[src/rtl/fwd_hazard_ctrl.sv]
// ---------------------------------------------------------------------------
// fwd_hazard_ctrl
//   Forwarding and hazard control for the 5-stage core. Keeps a shadow copy
//   of the register tags travelling through EX, MEM and WB so the datapath
//   only supplies ID-stage decode information. Drives the EX operand
//   forwarding selects, the load-use stall and the branch flush, and keeps
//   saturating performance counters for stall and forward cycles.
//
// Ports
//   clk, rst          clock, synchronous active-high reset
//   id_valid          ID holds a real instruction
//   id_rs, id_rt      ID source registers
//   id_uses_rs/_rt    ID instruction actually reads rs / rt
//   id_rd             ID destination (after RegDst)
//   id_regwrite       ID instruction writes the register file
//   id_memread        ID instruction is a load
//   id_branch_taken   branch resolved taken in ID
//   src1, src2        EX operand selects: 00 reg file, 01 MEM, 10 WB
//   stall             hold PC and IF/ID, bubble into ID/EX
//   flush             zero IF/ID
//   stall_count       saturating count of stall cycles
//   fwd_count         saturating count of cycles with any forwarding
// ---------------------------------------------------------------------------
module fwd_hazard_ctrl #(
    parameter int REG_W   = 5,
    parameter int COUNT_W = 16
) (
    input  logic               clk,
    input  logic               rst,
    input  logic               id_valid,
    input  logic [REG_W-1:0]   id_rs,
    input  logic [REG_W-1:0]   id_rt,
    input  logic               id_uses_rs,
    input  logic               id_uses_rt,
    input  logic [REG_W-1:0]   id_rd,
    input  logic               id_regwrite,
    input  logic               id_memread,
    input  logic               id_branch_taken,
    output logic [1:0]         src1,
    output logic [1:0]         src2,
    output logic               stall,
    output logic               flush,
    output logic [COUNT_W-1:0] stall_count,
    output logic [COUNT_W-1:0] fwd_count
);

    typedef struct packed {
        logic             valid;
        logic [REG_W-1:0] rs;
        logic [REG_W-1:0] rt;
        logic [REG_W-1:0] rd;
        logic             regwrite;
        logic             memread;
    } stage_t;

    stage_t ex_p1;
    stage_t mem_p2;
    stage_t wb_p3;
    stage_t id_rec;
    logic   fwd_any;

    // WB source/load fields are carried only to keep the record uniform.
    logic unused_wb;
    assign unused_wb = ^{wb_p3.rs, wb_p3.rt, wb_p3.memread};

    // Register 0 is hardwired, so it never acts as a producer.
    function automatic logic is_writer(input stage_t s);
        return s.valid && s.regwrite && (s.rd != '0);
    endfunction

    // MEM is checked first: it holds the younger, more recent value.
    function automatic logic [1:0] fwd_sel(input logic ex_valid,
                                           input logic [REG_W-1:0] src,
                                           input stage_t mem_s,
                                           input stage_t wb_s);
        if (!ex_valid)
            return 2'b00;
        if (is_writer(mem_s) && (mem_s.rd == src))
            return 2'b01;
        if (is_writer(wb_s) && (wb_s.rd == src))
            return 2'b10;
        return 2'b00;
    endfunction

    function automatic logic [COUNT_W-1:0] sat_inc(input logic [COUNT_W-1:0] c,
                                                   input logic en);
        if (en && (c != {COUNT_W{1'b1}}))
            return c + COUNT_W'(1);
        return c;
    endfunction

    // Outputs are held idle during reset so stale state cannot leak a hazard.
    always_comb begin
        src1  = 2'b00;
        src2  = 2'b00;
        stall = 1'b0;
        if (!rst) begin
            src1  = fwd_sel(ex_p1.valid, ex_p1.rs, mem_p2, wb_p3);
            src2  = fwd_sel(ex_p1.valid, ex_p1.rt, mem_p2, wb_p3);
            stall = ex_p1.valid && ex_p1.memread && (ex_p1.rd != '0) && id_valid &&
                    ((id_uses_rs && (ex_p1.rd == id_rs)) ||
                     (id_uses_rt && (ex_p1.rd == id_rt)));
        end
        flush   = id_branch_taken && id_valid && !stall;
        fwd_any = (src1 != 2'b00) || (src2 != 2'b00);
    end

    // ID decode record; a stalled or empty ID slot becomes a bubble.
    always_comb begin
        id_rec = '0;
        if (id_valid && !stall) begin
            id_rec.valid    = 1'b1;
            id_rec.rs       = id_rs;
            id_rec.rt       = id_rt;
            id_rec.rd       = id_rd;
            id_rec.regwrite = id_regwrite;
            id_rec.memread  = id_memread;
        end
    end

    // ID -> EX (p1) -> MEM (p2) -> WB (p3)
    always_ff @(posedge clk) begin
        if (rst) begin
            ex_p1       <= '0;
            mem_p2      <= '0;
            wb_p3       <= '0;
            stall_count <= '0;
            fwd_count   <= '0;
        end else begin
            wb_p3       <= mem_p2;
            mem_p2      <= ex_p1;
            ex_p1       <= id_rec;
            stall_count <= sat_inc(stall_count, stall);
            fwd_count   <= sat_inc(fwd_count, fwd_any);
        end
    end

endmodule

[config.mk]
export PLATFORM = sky130hd
export DESIGN_NAME = fwd_hazard_ctrl
export DESIGN_NICKNAME = d
export VERILOG_FILES = /design/src/rtl/fwd_hazard_ctrl.sv
export SDC_FILE = /design/constraint.sdc
export NUM_CORES = 1
export LEC_CHECK = 0
export ABC_AREA = 1
export CAP_MARGIN = 40
export CORE_UTILIZATION = 35
export CTS_CLUSTER_DIAMETER = 80
export DETAILED_ROUTE_END_ITERATION = 8
export DONT_BUFFER_PORTS = 1
export GPL_ROUTABILITY_DRIVEN = 0
export PLACE_DENSITY = 0.58
export SYNTH_ARGS = -nofsm -noshare
export SYNTH_HDL_FRONTEND = slang
export SYNTH_SLANG_ARGS = --single-unit
[constraint.sdc]
create_clock -name clk -period 2.1 [get_ports clk]
set_input_delay 0.42 -clock clk [delete_from_list [all_inputs] [get_ports clk]]
set_output_delay 0.42 -clock clk [all_outputs]
set_load 0.03 [all_outputs]
Yosys cells after proc, flatten, opt, wreduce, memory -nomap -nowiden --
Index checks and enable logic that the tools add are counted.
Storage, ports and cells: word-level logic and storage cells 90, output and inout port bits 38, flip-flop bits (word level) 64, bits of input ports 23
Cells by class: bitwise operators 1, muxes and demuxes 37, equality and inequality tests 8, reductions and logical operators 28, add/subtract/negate cells 2
Operator list (number):
- $add A16 B1 Y16 const B | 2
- $mux W16 | 2
- $ne A16 B16 Y1 const B | 2
- $eq A5 B5 Y1 | 6
- $mux W2 | 13
- $mux W1 | 21
- $logic_and A1 B1 Y1 | 19
- $mux W18 | 1
- $reduce_bool A5 Y1 | 3
- $reduce_bool A2 Y1 | 2
- $logic_or A1 B1 Y1 | 2
- $reduce_or A2 Y1 | 1
- $logic_not A1 Y1 | 1
- $not A1 Y1 | 1

Longest topological paths before layout --
Gate-level depths: netlist of run 1.
word-level depth 18, mapped depth 13, gate-level depth less buffers 13

Worst setup path before layout of run 1 --
Ideal clock, no wire load.
kind input-to-output, start input id_rt[1], end output flush, path slack 0.100 ns, arrival 1.580 ns, required time 1.680 ns, cell stages on the path 9, cells stage by stage inv_1 > o22ai_1 > nor2_1 > nand3_1 > nand2_1 > nand2_1 > inv_2 > buf_2 > nor2_1
On the way: longest elaborated chain between the ends 7
Ends and longest elaborated chain:
- start: declaration | line 32 | input logic [REG_W-1:0] id_rt,
- $eq A5 B5 Y1 | line 102 | (id_uses_rt && (ex_p1.rd == id_rt)));
- $logic_and A1 B1 Y1 | line 102
- $logic_or A1 B1 Y1 | line 101 | ((id_uses_rs && (ex_p1.rd == id_rs)) ||
- $logic_and A1 B1 Y1 | line 100 | stall = ex_p1.valid && ex_p1.memread && (ex_p1.rd != '0) && id_valid &&
- $mux W1 | line 97 | if (!rst) begin
- named net stall | line 41 | output logic stall,
- $logic_not A1 Y1 | line 104 | flush = id_branch_taken && id_valid && !stall;
- $logic_and A1 B1 Y1 | line 104
- end: declaration | line 42 | output logic flush,
The timed path passes the listed nets, and every way through them passes these cells.

Final worst setup path of run 1 --
start register mem_p2[2] (netlist name), end output src1[0]
On the way: longest elaborated chain between the ends 9, elaborated cells on any way between the ends 13
Ends and longest elaborated chain:
- start: declaration | line 57 | stage_t mem_p2;
- start signal: assignment | line 131 | mem_p2 <= ex_p1;
- $reduce_bool A5 Y1 | line 68 | return s.valid && s.regwrite && (s.rd != '0);
- $logic_and A1 B1 Y1 | line 68
- $logic_and A1 B1 Y1 * | line 78 | if (is_writer(mem_s) && (mem_s.rd == src))
- $mux W2 / $mux W1 (equally long branches) | line 78
- $mux W2 / $mux W1 (equally long branches) | line 80, 78
- $mux W2 / $mux W1 (equally long branches) | line 82, 97
- $mux W2 * | line 80 | if (is_writer(wb_s) && (wb_s.rd == src))
- $mux W2 * | line 78
- $mux W2 * | line 97
- end: declaration | line 39 | output logic [1:0] src1,
Every way passes the cells marked *; elsewhere a longest branch is shown, timed or not. The select of a mux whose other input is x is not followed.

==> results of run 1 <==
-- metal layers --
| metal | vias up | wire, um | track usage, % |
|---|---|---|---|
| li1 | 1638 | - | - |
| met1 | 1398 | 3840 | 20.4 |
| met2 | 69 | 3810 | 28.0 |
| met3 | 12 | 521 | 6.00 |
| met4 | 0 | 149 | 7.58 |
| met5 | - | 0 | 0 |
-- sequential cells by signal (all words and copies together), names as in the netlist --
name         flops
stall_count     16
wb_p3            7
ex_p1           18
mem_p2           7
fwd_count       16
-- what timing repair did --
item,in CTS,in global routing
setup buffers,0,1
endpoints found under the hold margin,0,0
gates cloned,0,0
pin swaps,0,6
gates resized for setup,1,19
setup endpoints to repair,1,6
-- final timing paths --
| check | end | cells past startpoint |
|---|---|---|
| setup / recovery | src1[0] | 5 |
| hold / removal | stall_count[11] | 1 |
| setup reg to reg | fwd_count[14] | 9 |
| hold reg to reg | mem_p2[1] | 2 |
-- area by class of cell --
class / instances / area [sq um]
Fill cell: 994 / 5290
Clock buffer: 9 / 124
Timing Repair Buffer: 37 / 285
Clock inverter: 7 / 120
Multi-Input combinational cell: 348 / 1850
Sequential cell: 64 / 1290
Tap cell: 129 / 161
Inverter: 78 / 293
-- cells by family (layout without fill, tap and decap cells) --
| group | after synthesis | in the layout | share of synthesized area [%] |
|---|---|---|---|
| DFF | 64 | 64 | 36.9 |
| AOI/OAI and AO/OA | 44 | 44 | 7.64 |
| and+or+nand+nor | 267 | 267 | 35.6 |
| adders and majority gates | 2 | 2 | 0.721 |
| xor gates and xnor gates | 35 | 35 | 8.83 |
| buffers and inverters | 89 | 131 | 10.3 |
-- through the flow --
step | util [%] | TNS (ns)
final | 43.8 | 0
after global routing | 43.8 | -0.00735
after CTS | 43.4 | 0
after detailed placement | 40.8 | 0
after global placement | 40.8 | 0
after floorplan | - | 0
-- where the power goes --
group | switching (W) | leakage [nW] | internal, W
Combinational | 0.0000679 | 1.12 | 0.0000439
Sequential | 0.0000184 | 0.521 | 0.00123
Clock | 0.000512 | 0.119 | 0.000790
-- critical path, cell delays in order, from the launching register on --
cell and delay, ns:
dfxtp_1 0.42, xnor2_1 0.15, nand2_1 0.06, nor2_1 0.17
nand4_1 0.20, inv_2 0.20
-- cells in the mapped netlist (3+ instances only) --
cell type	n
inv_2	7
clkbuf_1	3
nand2_1	109
nor3_1	13
xor2_1	26
buf_2	3
xnor2_1	9
nand4_1	9
o22ai_1	3
a21oi_1	23
nand3_2	14
dfxtp_1	64
inv_1	70
nor2_1	77
nand3_1	32
o21ai_0	8
a21oi_2	8
nor2_4	3
==> run metrics, run 1 <==
Die Wd 102 um; first-pass GRT wire length 13800 um; hold crit path type primary input to register; All-Layer GR Usage 17.2%; RSZ-0062 raised after global routing true; min-delay src rst; CP Launch Point mem_p2[2]; Die Height 102 um; number of flops mapped to enable cells by yosys 0; Clock Sink Count 64; critical path type register to primary output; final hold viol count 0; vias 3117; # Max-Cap Violations 0; Initial DRC Count 69; Antenna Violating Nets Remaining 0; Cell Pwr Density 647 mW/mm^2; fin crit share 93.4%; Clock Tree Root clkbuf_8; CTS max path bufs 2; Final Cell Area 0.00412 sq mm; CTS Buf Count 9; # port buffers 0; share of layout cells above drive strength 1 19.7%; status finished clean; n_diodes 0; most frequent cells in the layout nand2_1, nor2_1, inv_1, dfxtp_1, buf_4; Req. time, crit path 1.68 ns; Area Overhead vs Synth 18.7%; Syn Inst Count 501; Initial DRT Pass Iterations 4; core area 0.00942 sq mm; CTS Hold Bufs 0; Critical Path Sink Type primary output; DRC Markers 0; Final min period 1.96 ns; Via density 4.64; Final #Nets 563; largest net degree at the start of global routing 40; largest cells by area after synthesis dfxtp_1, nand2_1, nor2_1, inv_1, xor2_1; Routed WL 8320 um; Non-Filler Instances 672; setup ws final 0.138 ns; FF+latch count, synth 64; pre-CTS setup slack 0.335 ns; Mapped Nets 526; CTS tree done; reg-to-reg startpoint mem_p2[2]; startpoint type of the worst setup path register; post-synthesis sequential area ratio 36.9%; area share of the largest cell type after synthesis 36.9%; Worst EP arrival 1.54 ns; synthesized cell area 0.00347 sq mm; slew margin rel. 71.1%; crit path max fanout 4; Inst Count DP 655; die area 0.0103 sq mm; Top-Level Pins 61; Starting Density 36.9%; total power 0.00267 W; clock slew at reported path FFs 0.08 ns; initial antenna violation count 0; HPWL after DPL 6310 um; count of cell types in the netlist 34; Leakage 1.76 nW; placed inst area 0.00384 sq mm; clk_lat worst skew 0.34 ns; H-tree levels 3; Slew Limit Fails 0; Mean Syn Cell Area 6.93 sq um; maximum vdd drop 289 uV; routed len/inst 12.4 um; highest clock rate 510 MHz; Setup-failing EPs final 0; Synth area leader dfxtp_1; skew final 0.00634 ns; Worst-Margin Slew 0.433 ns; total gr overflow 0; Synth Warn # 0; ys flop type dfxtp_1; R2R Setup Slk 0.31 ns; num rows 35; Fin Hold WS 0.144 ns; Post-synth ARST share 0%; commonest non-fill, non-tap cell in the layout nand2_1; vias in the first global route 3073
Note: power is estimated with default switching activity, not from simulation.
==> run 2, diff against run 1 <==
--- a/config.mk
+++ b/config.mk
@@ -7,12 +7,14 @@
 export LEC_CHECK = 0
 export ABC_AREA = 1
 export CAP_MARGIN = 40
+export CORE_MARGIN = 5
 export CORE_UTILIZATION = 35
 export CTS_CLUSTER_DIAMETER = 80
 export DETAILED_ROUTE_END_ITERATION = 8
 export DONT_BUFFER_PORTS = 1
 export GPL_ROUTABILITY_DRIVEN = 0
 export PLACE_DENSITY = 0.58
+export REMOVE_ABC_BUFFERS = 1
 export SYNTH_ARGS = -nofsm -noshare
 export SYNTH_HDL_FRONTEND = slang
 export SYNTH_SLANG_ARGS = --single-unit
==> run metrics, run 2 (synthesized netlist as in run 1, its figures left out) <==
share of layout cells above drive strength 1 19.2% (was 19.7%); max reg flops 18 (unchanged); first-pass GRT wire length 14200 um (was 13800 um); core area 0.00973 sq mm (was 0.00942 sq mm); Final Cell Area 0.00408 sq mm (was 0.00412 sq mm); n_diodes 0 (unchanged); R2R cell count 9 (unchanged); most frequent cells in the layout nand2_1, nor2_1, inv_1, dfxtp_1, buf_4 (unchanged); CTS Buf Count 9 (unchanged); skew final 0.00700 ns (was 0.00634 ns); Worst Hold Depth 1 (unchanged); All-Layer GR Usage 15.0% (was 17.2%); Area Overhead vs Synth 17.6% (was 18.7%); DRC Markers 0 (unchanged); Inst Count DP 658 (was 655); Worst EP arrival 1.56 ns (was 1.54 ns); status finished clean (unchanged); Routed WL 8380 um (was 8320 um); CTS tree done (unchanged); placed inst area 0.00384 sq mm (about the same); CTS Hold Bufs 0 (unchanged); # Max-Cap Violations 0 (unchanged); hold crit path type primary input to register (unchanged); largest register by flop count ex_p1 (unchanged); largest net degree at the start of global routing 40 (unchanged); final hold viol count 0 (unchanged); # port buffers 0 (unchanged); H-tree levels 3 (unchanged); Antenna Violating Nets Remaining 0 (unchanged); Non-Filler Instances 674 (was 672); Die Wd 110 um (was 102 um); total gr overflow 0 (unchanged); maximum vdd drop 322 uV (was 289 uV); Critical Path Sink Type primary output (unchanged); clock slew at reported path FFs 0.08 ns (about the same); pre-CTS setup slack 0.263 ns (was 0.335 ns); setup ws final 0.123 ns (was 0.138 ns); Via density 4.63 (was 4.64); fill cell count 1018 (was 994); slew margin rel. 72.1% (was 71.1%); startpoint type of the worst setup path register (unchanged); Top-Level Pins 61 (unchanged); Sequential cell area 0.00129 sq mm (unchanged); vias 3119 (was 3117); Req. time, crit path 1.68 ns (about the same); Clock Sink Count 64 (unchanged); initial antenna violation count 0 (unchanged); critical path type register to primary output (unchanged); Worst-Margin Slew 0.418 ns (was 0.433 ns); largest registers ex_p1: 18 flops, fwd_count: 16 flops, stall_count: 16 flops (unchanged); Setup-failing EPs final 0 (unchanged); Initial DRC Count 143 (was 69); post-layout util 41.9% (was 43.8%); Multi-input gate area 0.00184 sq mm (was 0.00185 sq mm); Starting Density 35.7% (was 36.9%); HPWL after DPL 6230 um (was 6310 um); Cell Pwr Density 630 mW/mm^2 (was 647 mW/mm^2); fin crit share 94.1% (was 93.4%); total power 0.00257 W (was 0.00267 W); vias in the first global route 3066 (was 3073); commonest non-fill, non-tap cell in the layout nand2_1 (unchanged); CTS max path bufs 2 (unchanged); Initial DRT Pass Iterations 7 (was 4); die area 0.0120 sq mm (was 0.0103 sq mm); crit path max fanout 4 (unchanged); routed len/inst 12.4 um (about the same); Final #Nets 561 (was 563); Clock Tree Root clkbuf_8 (unchanged); num rows 36 (was 35); RSZ-0062 raised after global routing true (unchanged); Slew Limit Fails 0 (unchanged); clk_lat worst skew 0.34 ns (about the same); Leakage 1.73 nW (was 1.76 nW); highest clock rate 506 MHz (was 510 MHz); Final min period 1.98 ns (was 1.96 ns); Die Height 110 um (was 102 um)
## run 2: changes by cell type in the layout (fill, tap and decap cells not counted), moves of 2 or more
cell	delta
inv_1	+2
inv_6	+2
dfxtp_1	-2
dfxtp_2	+3
inv_2	-3
## run 2: worst max-delay path: stages (launching register included)
cell and delay (ns):
dfxtp_1 0.35, inv_2 0.08, nor2_1 0.05, nor3_1 0.17
nand3_1 0.11, nand2_2 0.11, nand2_2 0.07, inv_2 0.07
nor2_1 0.04, buf_4 0.16
## run 2: worst paths after layout
path         slack (ns)            end    startpoint
max                0.12          flush      ex_p1[2]
min                0.15      mem_p2[2]           rst
max reg2reg        0.26  fwd_count[11]  fwd_count[0]
min reg2reg        0.42      mem_p2[1]      ex_p1[1]
## run 2: final cells by class
| class | instances | share of cell area, % |
|---|---|---|
| Tap cell | 133 | 4.08 |
| Multi-Input combinational cell | 348 | 45.1 |
| Inverter | 78 | 7.23 |
| Sequential cell | 64 | 31.6 |
| Timing Repair Buffer | 35 | 6.44 |
| Clock inverter | 7 | 2.51 |
| Clock buffer | 9 | 3.03 |
## run 2: power by group
part | switching (W) | internal (W) | total (W) | leakage [nW]
Clock | 0.000534 | 0.000680 | 0.00121 | 0.110
Sequential | 0.0000173 | 0.00123 | 0.00125 | 0.522
Combinational | 0.0000663 | 0.0000408 | 0.000107 | 1.10
## run 2: per-stage QoR
stage	TNS, ns	hold WS [ns]
after floorplan	0	0.388
after global placement	0	0.403
after detailed placement	0	0.411
after CTS	0	0.108
after global routing	-0.0377	0.110
final	0	0.149
## run 2: metal layers
metal | vias to the layer above | wire [um] | GRT usage, %
met5 | - | 0 | 0
met4 | 0 | 207 | 7.39
met3 | 18 | 558 | 4.46
met2 | 69 | 3810 | 24.0
met1 | 1394 | 3800 | 18.3
li1 | 1638 | - | -
## run 2: repair_timing
item | CTS | global route
pin swaps | 0 | 2
gates resized for setup | 2 | 15
endpoints found under the setup margin | 1 | 6
buffers inserted | 0 | 0
